[config.mk]
export PLATFORM = sky130hd
export DESIGN_NAME = regfile_wr_arbiter_flat
export DESIGN_NICKNAME = d
export VERILOG_FILES = /design/src/rtl/regfile_wr_arbiter_if.sv /design/src/rtl/regfile_wr_arbiter.sv /design/src/flat_wrapper.sv
export SDC_FILE = /design/constraint.sdc
export NUM_CORES = 1
export LEC_CHECK = 0
export CELL_PAD_IN_SITES_DETAIL_PLACEMENT = 1
export CELL_PAD_IN_SITES_GLOBAL_PLACEMENT = 2
export CORE_MARGIN = 8
export CORE_UTILIZATION = 21
export DETAILED_ROUTE_END_ITERATION = 6
export GPL_TIMING_DRIVEN = 0
export PLACE_DENSITY_LB_ADDON = 0.15
export SYNTH_ARGS = -nofsm -noshare
export SYNTH_HDL_FRONTEND = slang
export SYNTH_SLANG_ARGS = --single-unit
export TNS_END_PERCENT = 5
[constraint.sdc]
create_clock -name clk -period 2.7 [get_ports clk]
set_clock_uncertainty 0.2 [all_clocks]
set_input_delay 0.27 -clock clk [delete_from_list [all_inputs] [get_ports clk]]
set_output_delay 0.27 -clock clk [all_outputs]
set_load 0.005 [all_outputs]
[src/rtl/regfile_wr_arbiter_if.sv]
// ============================================================================
// regfile_wr_arbiter_if
// Bundle of the request/grant side and the register-file write side of the
// four-requester write arbiter.
//
//   req       [3:0]          per-requester write request (bit i = requester i)
//   req_addr  [11:0]         destination register, 3 bits per requester
//   req_data  [4*DATA_W-1:0] write data, DATA_W bits per requester
//   hold                     register-file stall, blocks all grants
//   gnt       [3:0]          one-hot grant (combinational)
//   wr_en                    registered write strobe
//   wr_sel    [2:0]          registered destination register index
//   wr_data   [DATA_W-1:0]   registered write data
//   busy                     registered: requests were pending but unserved
//
// master: requesters / stall source side. slave: the arbiter.
// ============================================================================
interface regfile_wr_arbiter_if #(
    parameter int DATA_W = 16
);
    logic [3:0]          req;
    logic [11:0]         req_addr;
    logic [4*DATA_W-1:0] req_data;
    logic                hold;
    logic [3:0]          gnt;
    logic                wr_en;
    logic [2:0]          wr_sel;
    logic [DATA_W-1:0]   wr_data;
    logic                busy;

    modport master (
        output req, req_addr, req_data, hold,
        input  gnt, wr_en, wr_sel, wr_data, busy
    );

    modport slave (
        input  req, req_addr, req_data, hold,
        output gnt, wr_en, wr_sel, wr_data, busy
    );
endinterface

[src/rtl/regfile_wr_arbiter.sv]
// ============================================================================
// regfile_wr_arbiter
// Round-robin arbiter merging four register-file write requesters onto a
// single write port. Grant is combinational; the selected write is issued
// to the register file one cycle after the transfer edge.
//
// Ports:
//   clk    single clock, rising edge
//   rst_n  asynchronous active-low reset
//   bus    regfile_wr_arbiter_if.slave (req/req_addr/req_data/hold in,
//          gnt/wr_en/wr_sel/wr_data/busy out)
//
// Optional feature macro: RF_WR_ZERO_DISCARD_EN
//   When defined, a transfer addressed to register 0 is granted and advances
//   the round-robin pointer but produces no write strobe (register 0 is
//   hard-wired to zero). When undefined, register 0 is written like any other.
// ============================================================================
module regfile_wr_arbiter #(
    parameter int DATA_W = 16
) (
    input  logic                  clk,
    input  logic                  rst_n,
    regfile_wr_arbiter_if.slave   bus
);

    logic [1:0]        r_rr_ptr;

    logic [3:0]        w_gnt_p0;
    logic [1:0]        w_gnt_idx_p0;
    logic              w_xfer_p0;
    logic              w_wr_vld_p0;
    logic [2:0]        w_sel_p0;
    logic [DATA_W-1:0] w_data_p0;

    logic              r_vld_p1;
    logic [2:0]        r_wr_sel_p1;
    logic [DATA_W-1:0] r_wr_data_p1;
    logic              r_busy_p1;

    // ---- stage p0: combinational round-robin grant ----
    always_comb begin
        logic       v_found;
        logic [1:0] v_idx;
        w_gnt_p0     = '0;
        w_gnt_idx_p0 = r_rr_ptr;
        v_found      = 1'b0;
        v_idx        = r_rr_ptr;
        // Reset is folded in so gnt is quiet while rst_n is low.
        if (rst_n && !bus.hold) begin
            for (int k = 0; k < 4; k++) begin
                v_idx = r_rr_ptr + 2'(k);
                if (!v_found && bus.req[v_idx]) begin
                    v_found      = 1'b1;
                    w_gnt_idx_p0 = v_idx;
                end
            end
            if (v_found) begin
                w_gnt_p0[w_gnt_idx_p0] = 1'b1;
            end
        end
    end

    assign w_xfer_p0 = |w_gnt_p0;
    assign w_sel_p0  = bus.req_addr[3*int'(w_gnt_idx_p0) +: 3];
    assign w_data_p0 = bus.req_data[DATA_W*int'(w_gnt_idx_p0) +: DATA_W];

`ifdef RF_WR_ZERO_DISCARD_EN
    // Register 0 is constant zero: consume the request but drop the write.
    assign w_wr_vld_p0 = w_xfer_p0 && (w_sel_p0 != 3'd0);
`else
    assign w_wr_vld_p0 = w_xfer_p0;
`endif

    // ---- stage p1: registered write port and pointer ----
    always_ff @(posedge clk or negedge rst_n) begin
        if (!rst_n) begin
            r_rr_ptr     <= 2'd0;
            r_vld_p1     <= 1'b0;
            r_wr_sel_p1  <= 3'd0;
            r_wr_data_p1 <= '0;
            r_busy_p1    <= 1'b0;
        end else begin
            r_vld_p1  <= w_wr_vld_p0;
            r_busy_p1 <= (|bus.req) && !w_xfer_p0;
            if (w_xfer_p0) begin
                r_rr_ptr <= w_gnt_idx_p0 + 2'd1;
            end
            // sel/data only move when a write is actually issued, so they
            // hold their last value across idle cycles.
            if (w_wr_vld_p0) begin
                r_wr_sel_p1  <= w_sel_p0;
                r_wr_data_p1 <= w_data_p0;
            end
        end
    end

    assign bus.gnt     = w_gnt_p0;
    assign bus.wr_en   = r_vld_p1;
    assign bus.wr_sel  = r_wr_sel_p1;
    assign bus.wr_data = r_wr_data_p1;
    assign bus.busy    = r_busy_p1;

endmodule

[src/flat_wrapper.sv]
// flat-port wrapper written by rule: the top's interface ports become plain ports
module regfile_wr_arbiter_flat 
#(
    parameter int DATA_W = 16
)
  (clk, rst_n, bus_req, bus_req_addr, bus_req_data, bus_hold, bus_gnt, bus_wr_en, bus_wr_sel, bus_wr_data, bus_busy);
  regfile_wr_arbiter_if #(.DATA_W(DATA_W)) bus_i ();
  input  logic clk;
  input  logic rst_n;
  input wire logic [$bits(bus_i.req)-1:0] bus_req;
  input wire logic [$bits(bus_i.req_addr)-1:0] bus_req_addr;
  input wire logic [$bits(bus_i.req_data)-1:0] bus_req_data;
  input wire logic [$bits(bus_i.hold)-1:0] bus_hold;
  output wire logic [$bits(bus_i.gnt)-1:0] bus_gnt;
  output wire logic [$bits(bus_i.wr_en)-1:0] bus_wr_en;
  output wire logic [$bits(bus_i.wr_sel)-1:0] bus_wr_sel;
  output wire logic [$bits(bus_i.wr_data)-1:0] bus_wr_data;
  output wire logic [$bits(bus_i.busy)-1:0] bus_busy;
  assign bus_i.req = bus_req;
  assign bus_i.req_addr = bus_req_addr;
  assign bus_i.req_data = bus_req_data;
  assign bus_i.hold = bus_hold;
  assign bus_gnt = bus_i.gnt;
  assign bus_wr_en = bus_i.wr_en;
  assign bus_wr_sel = bus_i.wr_sel;
  assign bus_wr_data = bus_i.wr_data;
  assign bus_busy = bus_i.busy;
  regfile_wr_arbiter #(.DATA_W(DATA_W)) u_core (.clk(clk), .rst_n(rst_n), .bus(bus_i));
endmodule
After elaboration in Yosys (flattened, before gate mapping):

Index checks and enable logic that the tools add are counted.

* $lt $le $gt $ge: 6
* $mul: 1
* mux-type cells: 25
* $add $sub $neg: 4
* reduce and logical (&&, ||, !) cells: 13
* shift operators: 2

Operators with widths (count)
* $shiftx A64 B7 Y16: 1
* $shiftx A12 B32 Y3: 1
* $lt A2 B3 Y1 const B: 5
* $mux W1: 13
* $mux W2: 5
* $bmux W1 S2: 4
* $mux W4: 2
* $reduce_or A4 Y1: 2
* $logic_and A1 B1 Y1: 6
* $logic_not A1 Y1: 5
* $add A2 B1 Y2 const B: 2
* $add A2 B2 Y2 const B: 2
* $mul A2 B2 Y4 const A: 1
* $demux W1 S2: 1
* $ge A2 B1 Y1 const B: 1

* output and inout bits: 25
* input port bits: 83
* logic and storage cells: 56
* register bits after elaboration: 23

Longest topological paths before layout:

* word-level depth: 25
* mapped depth: 8
* depth with buffers taken out: 6

Worst setup path before layout:

Ideal clock, no wire load.

* path type: flip-flop to flip-flop
* start point: register u_core.r_rr_ptr[1]
* end point: register u_core.r_wr_data_p1[0] (netlist: u_core.bus.wr_data[0])
* path buffers: 1
* data arrival time: 1657 ps
* data required time: 2374 ps
* setup time: 126 ps
* slack: 717 ps
* cell stages (with the launch flop): 7
* clock period less this slack: 1983 ps
* cell sequence: dfrtp_1 nand2_1 a21oi_2 o211ai_4 buf_6 mux2_4 a221o_1

* longest elaborated chain between the ends: 23
* elaborated cells between the ends (all ways): 39
* classes of those cells: add/sub (3); order compare (2); shift (1); mux (25); reduce/logical (8)

Ends and longest elaborated chain
* start, declared: line regfile_wr_arbiter.sv:26 `logic [1:0] r_rr_ptr;`
* start signal, assigned: line regfile_wr_arbiter.sv:86 `r_rr_ptr <= w_gnt_idx_p0 + 2'd1;`
* $bmux W1 S2: line regfile_wr_arbiter.sv:52 `if (!v_found && bus.req[v_idx]) begin`
* $mux W1 (not written as such): line regfile_wr_arbiter.sv:52
* $mux W1: line regfile_wr_arbiter.sv:52
* $mux W1: line regfile_wr_arbiter.sv:49 `if (rst_n && !bus.hold) begin`
* $logic_not A1 Y1: line regfile_wr_arbiter.sv:52
* $logic_and A1 B1 Y1: line regfile_wr_arbiter.sv:52
* $mux W1: line regfile_wr_arbiter.sv:52
* $mux W1: line regfile_wr_arbiter.sv:49
* [7 not listed]
* $mux W2: line regfile_wr_arbiter.sv:49
* $lt A2 B3 Y1 (not written as such) / $ge A2 B1 Y1 (equally long branches): line regfile_wr_arbiter.sv:58 `w_gnt_p0[w_gnt_idx_p0] = 1'b1;`
* $logic_and A1 B1 Y1 (not written as such): line regfile_wr_arbiter.sv:58
* $mux W1 (not written as such): line regfile_wr_arbiter.sv:58
* $demux W1 S2
* $mux W4: line regfile_wr_arbiter.sv:57 `if (v_found) begin`
* $mux W4: line regfile_wr_arbiter.sv:49
* $reduce_or A4 Y1: line regfile_wr_arbiter.sv:63 `assign w_xfer_p0 = |w_gnt_p0;`
* end signal, assigned: line regfile_wr_arbiter.sv:92 `r_wr_data_p1 <= w_data_p0;`
* end, declared: line regfile_wr_arbiter.sv:37 `logic [DATA_W-1:0] r_wr_data_p1;`

Parallel ways exist; a longest one is shown, timed or not. The select of a mux whose other input is x is not followed.
A chain may end at the register's enable or synchronous reset.

Final worst setup path:

* start point: register u_core.r_rr_ptr[1]
* end point: output port bus_gnt[0]

* longest elaborated chain between the ends: 22
* elaborated cells between the ends (all ways): 36
* classes of those cells: add/sub (3); order compare (2); mux (24); reduce/logical (7)

Ends and longest elaborated chain
* $bmux W1 S2: line regfile_wr_arbiter.sv:52
* $mux W1 (not written as such): line regfile_wr_arbiter.sv:52
* $mux W1: line regfile_wr_arbiter.sv:52
* $mux W1: line regfile_wr_arbiter.sv:49
* $logic_not A1 Y1: line regfile_wr_arbiter.sv:52
* $logic_and A1 B1 Y1: line regfile_wr_arbiter.sv:52
* $mux W1: line regfile_wr_arbiter.sv:52
* $mux W1: line regfile_wr_arbiter.sv:49
* [6 not listed]
* $mux W2: line regfile_wr_arbiter.sv:52
* $mux W2: line regfile_wr_arbiter.sv:49
* $lt A2 B3 Y1 (not written as such) / $ge A2 B1 Y1 (equally long branches): line regfile_wr_arbiter.sv:58
* $logic_and A1 B1 Y1 (not written as such): line regfile_wr_arbiter.sv:58
* $mux W1 (not written as such): line regfile_wr_arbiter.sv:58
* $demux W1 S2
* $mux W4 *: line regfile_wr_arbiter.sv:57
* $mux W4 *: line regfile_wr_arbiter.sv:49
* end, declared: line flat_wrapper.sv:14 `output wire logic [$bits(bus_i.gnt)-1:0] bus_gnt;`

Every way passes the cells marked *; elsewhere a longest branch is shown, timed or not. The select of a mux whose other input is x is not followed.

==> reports/results.ini <==
[worst_setup_path]
critical-path-max-stage-delay_ns=0.52
crit_path_start_kind=flop
worstPathRequired_ns=2.23
r2r_end=u_core.bus.wr_sel[1]
crit_type=reg -> out
reg2reg_from=u_core.r_rr_ptr[1]
endpoint_kind=output port
cpMaxStageDelayCell=clkdlybuf4s50_1
rrSetupSlack_ns=0.32
worst-path-max-fanout=10
cp_data_arrival_time_ns=2.12
crit_chain=buf_4, nand2_1, a21oi_2, o211ai_4, buf_6, nor2b_1, clkdlybuf4s50_1
r2r_cells=8

[global_route]
grt_pass1_vias=2296
grt.total_usage_pct=13.5
grt_pass1_wl_um=12600
antenna_found_initial=0
globalRouteOverflowTotal=0
grt_max_degree=24

[power_and_ir_drop]
pwr-share-clk_pct=11.0
power.density_mw_per_mm2=658
p_leak_nw=1.30
seqPwrFrac_pct=27.2
switching_power_mw=0.756
ir_drop_mv=0.218
internal_power_mw=1.36
p_sw_share_pct=35.6
p_comb_share_pct=61.8

[logic_synthesis]
avgSynthCellArea_um2=10.2
syn_inst=175
ys_top_cells_by_area=dfrtp_1, nand4_1, a221o_1
post-synth-top-count-cell=nand4_1
synth-seq-cells=23
yosys.area.top_type=dfrtp_1
synth_cell_types=34
synth_fp_nets=258
yosysWarnings=0
synthTopCellsByCount=nand4_1, dfrtp_1, a221o_1, mux2i_1, clkbuf_1
synthArstFlopShare_pct=100
yosysTopAreaCellShare_pct=32.2
synth-main-ff-cell=dfrtp_1
synth_edf_count=0
synth_area_mm2=0.00179
ys_seq_area_share_pct=32.2

[min_path]
min_path_cells=3
hp-class=in -> reg
min-delay-start=rst_n
min_to=u_core.bus.busy

[timing]
hold_violations=0
rsz0062_at_grt=false
timing.hold.ws_ns=0.148
fin_ws_ns=0.111
max_slew_margin_pct=64.9
final-max-slew-violation-count=0
worst_slew_pin_slew_ns=0.526
post-route-period-util_pct=95.9
setup_viol=0
fin_crit_ns=2.59
max_freq_mhz=386

[routing]
routed_wl_um=7930
dr.pass1.iters=4
routed_via_density=4.85
wl_per_cell_um=19.7
drc=0
final_antenna_net_count=0
drtIter0Drc=42
num_vias=1956

[placed_design]
place_area_mm2=0.00299
post-place-ws_ns=-1.50
numPortBuffers=107
placedCellCount=387
place_congestion=0.712
hpwl_um=5970

[floorplan]
die_area_mm2=0.0117
initial_utilization_pct=21.8
fp.dieW_um=108
core_area_mm2=0.00822
fp-row-count=33
io_pins=108
die_h_um=108

[clocking]
cts_root_buffer=clkbuf_8
cts_sinks=23
ctsLongestPathBuffers=2
path_clk_slew_ns=0.10
insertion_delay_ns=0.26
cts_tree=done
cts_inserted_buffers=3
h-tree-depth=1

[final_layout]
fin_util_pct=39.2
layoutNonFillerInstCount=403
multi_input_area_mm2=0.00115
post-route-cell-area_mm2=0.00322
area_growth_pct=80.1
diodes=0
drive_gt1_share_pct=17.1
fillers=923
regArea_um2=577
final_net_count=382

[outcome]
outcome=finished, final reports clean

[job]
drv_cap=0

[critical path, delay by kind of cell, from the launching register on]
family                 cells  cell delay [ns]
AO/OA/AOI/OAI              2             0.32
AND/OR/NAND/NOR            2             0.24
buffers and inverters      3             0.84
flip-flops                 1             0.44
[layer usage]
layer  part of all wire [%]  vias to the layer above  global-route usage [%]
li1                       -                      947                       -
met1                     43                      959                    16.8
met2                     51                       46                    23.2
met3                    5.4                        4                    3.51
met4                   0.50                        0                    2.44
met5                      0                        -                       0
[stage by stage]
step	power, mW	TNS (ns)
final	2.12	0
after global routing	2.27	0
after CTS	2.07	0
after detailed placement	1.78	-22.52
after global placement	1.77	-20.81
after floorplan	1.19	0
[placed cells by master, fill, tap and decap left out, types with 2 or more instances in the layout]
cell type and count:
a221o_1 19, buf_4 14, buf_6 3, clkbuf_1 12
clkbuf_8 4, clkdlybuf4s50_1 102, dfrtp_1 22, dlygate4sd2_1 3
mux2_1 7, mux2_2 2, mux2_4 10, mux2i_1 19
nand2_1 7, nand4_1 38, nor2_1 2, nor2b_1 6
o21ai_2 2
[how the worst max path moves through the flow]
stage                                   from                     to  slack (ns)  cells after the start
after floorplan           u_core.r_rr_ptr[1]  u_core.bus.wr_data[0]        0.72                      6
after global placement                 rst_n             bus_gnt[2]       -1.40                      8
after detailed placement               rst_n             bus_gnt[2]       -1.50                      8
after CTS                 u_core.r_rr_ptr[1]             bus_gnt[2]        0.02                      6
after global routing      u_core.r_rr_ptr[1]             bus_gnt[0]       0.009                      7
final                     u_core.r_rr_ptr[1]             bus_gnt[0]        0.11                      7
[power by group through the flow]
stage | logic [mW] | clock network [mW] | registers [mW]
2_1_floorplan | 0.608 | 0 | 0.583
3_3_place_gp | 1.18 | 0 | 0.584
3_5_place_dp | 1.20 | 0 | 0.584
4_1_cts | 1.25 | 0.242 | 0.583
5_1_grt | 1.41 | 0.256 | 0.601
6_report | 1.31 | 0.232 | 0.578
[state kept, by name, indices dropped and copies added (netlist names)]
signal,cells
u_core.bus.busy,1
u_core.bus.wr_data,16
u_core.bus.wr_en,1
u_core.bus.wr_sel,3
u_core.r_rr_ptr,2
[cells by family after synthesis]
| logic type | after synthesis | synth area share (%) |
|---|---|---|
| AO/OA/AOI/OAI | 29 | 15.7 |
| XOR/XNOR | 1 | 0.490 |
| flip-flops | 23 | 32.2 |
| AND/OR/NAND/NOR | 61 | 20.2 |
| multiplexers | 38 | 24.7 |
| buffers and inverters | 23 | 6.72 |
[repair_timing]
action | 4_1_cts | 5_1_grt
hold buffers | 2 | 0
cloned | 0 | 0
setup buffers | 4 | 8
resized for setup | 23 | 8
endpoints found under the setup margin | 25 | 4
endpoints found under the hold margin | 23 | 0
pin swaps | 1 | 2
[final cells by class]
| type | count | share of cell area (%) |
|---|---|---|
| inverters | 2 | 0.389 |
| plain buffers | 19 | 3.81 |
| repair buffers | 121 | 36.8 |
| well taps | 105 | 4.08 |
| multi-input cells | 129 | 35.6 |
| flip-flops and latches | 23 | 17.9 |
| clock buffers | 3 | 1.28 |
| clock inverters | 1 | 0.155 |
Power figures use the tool's default switching activity.
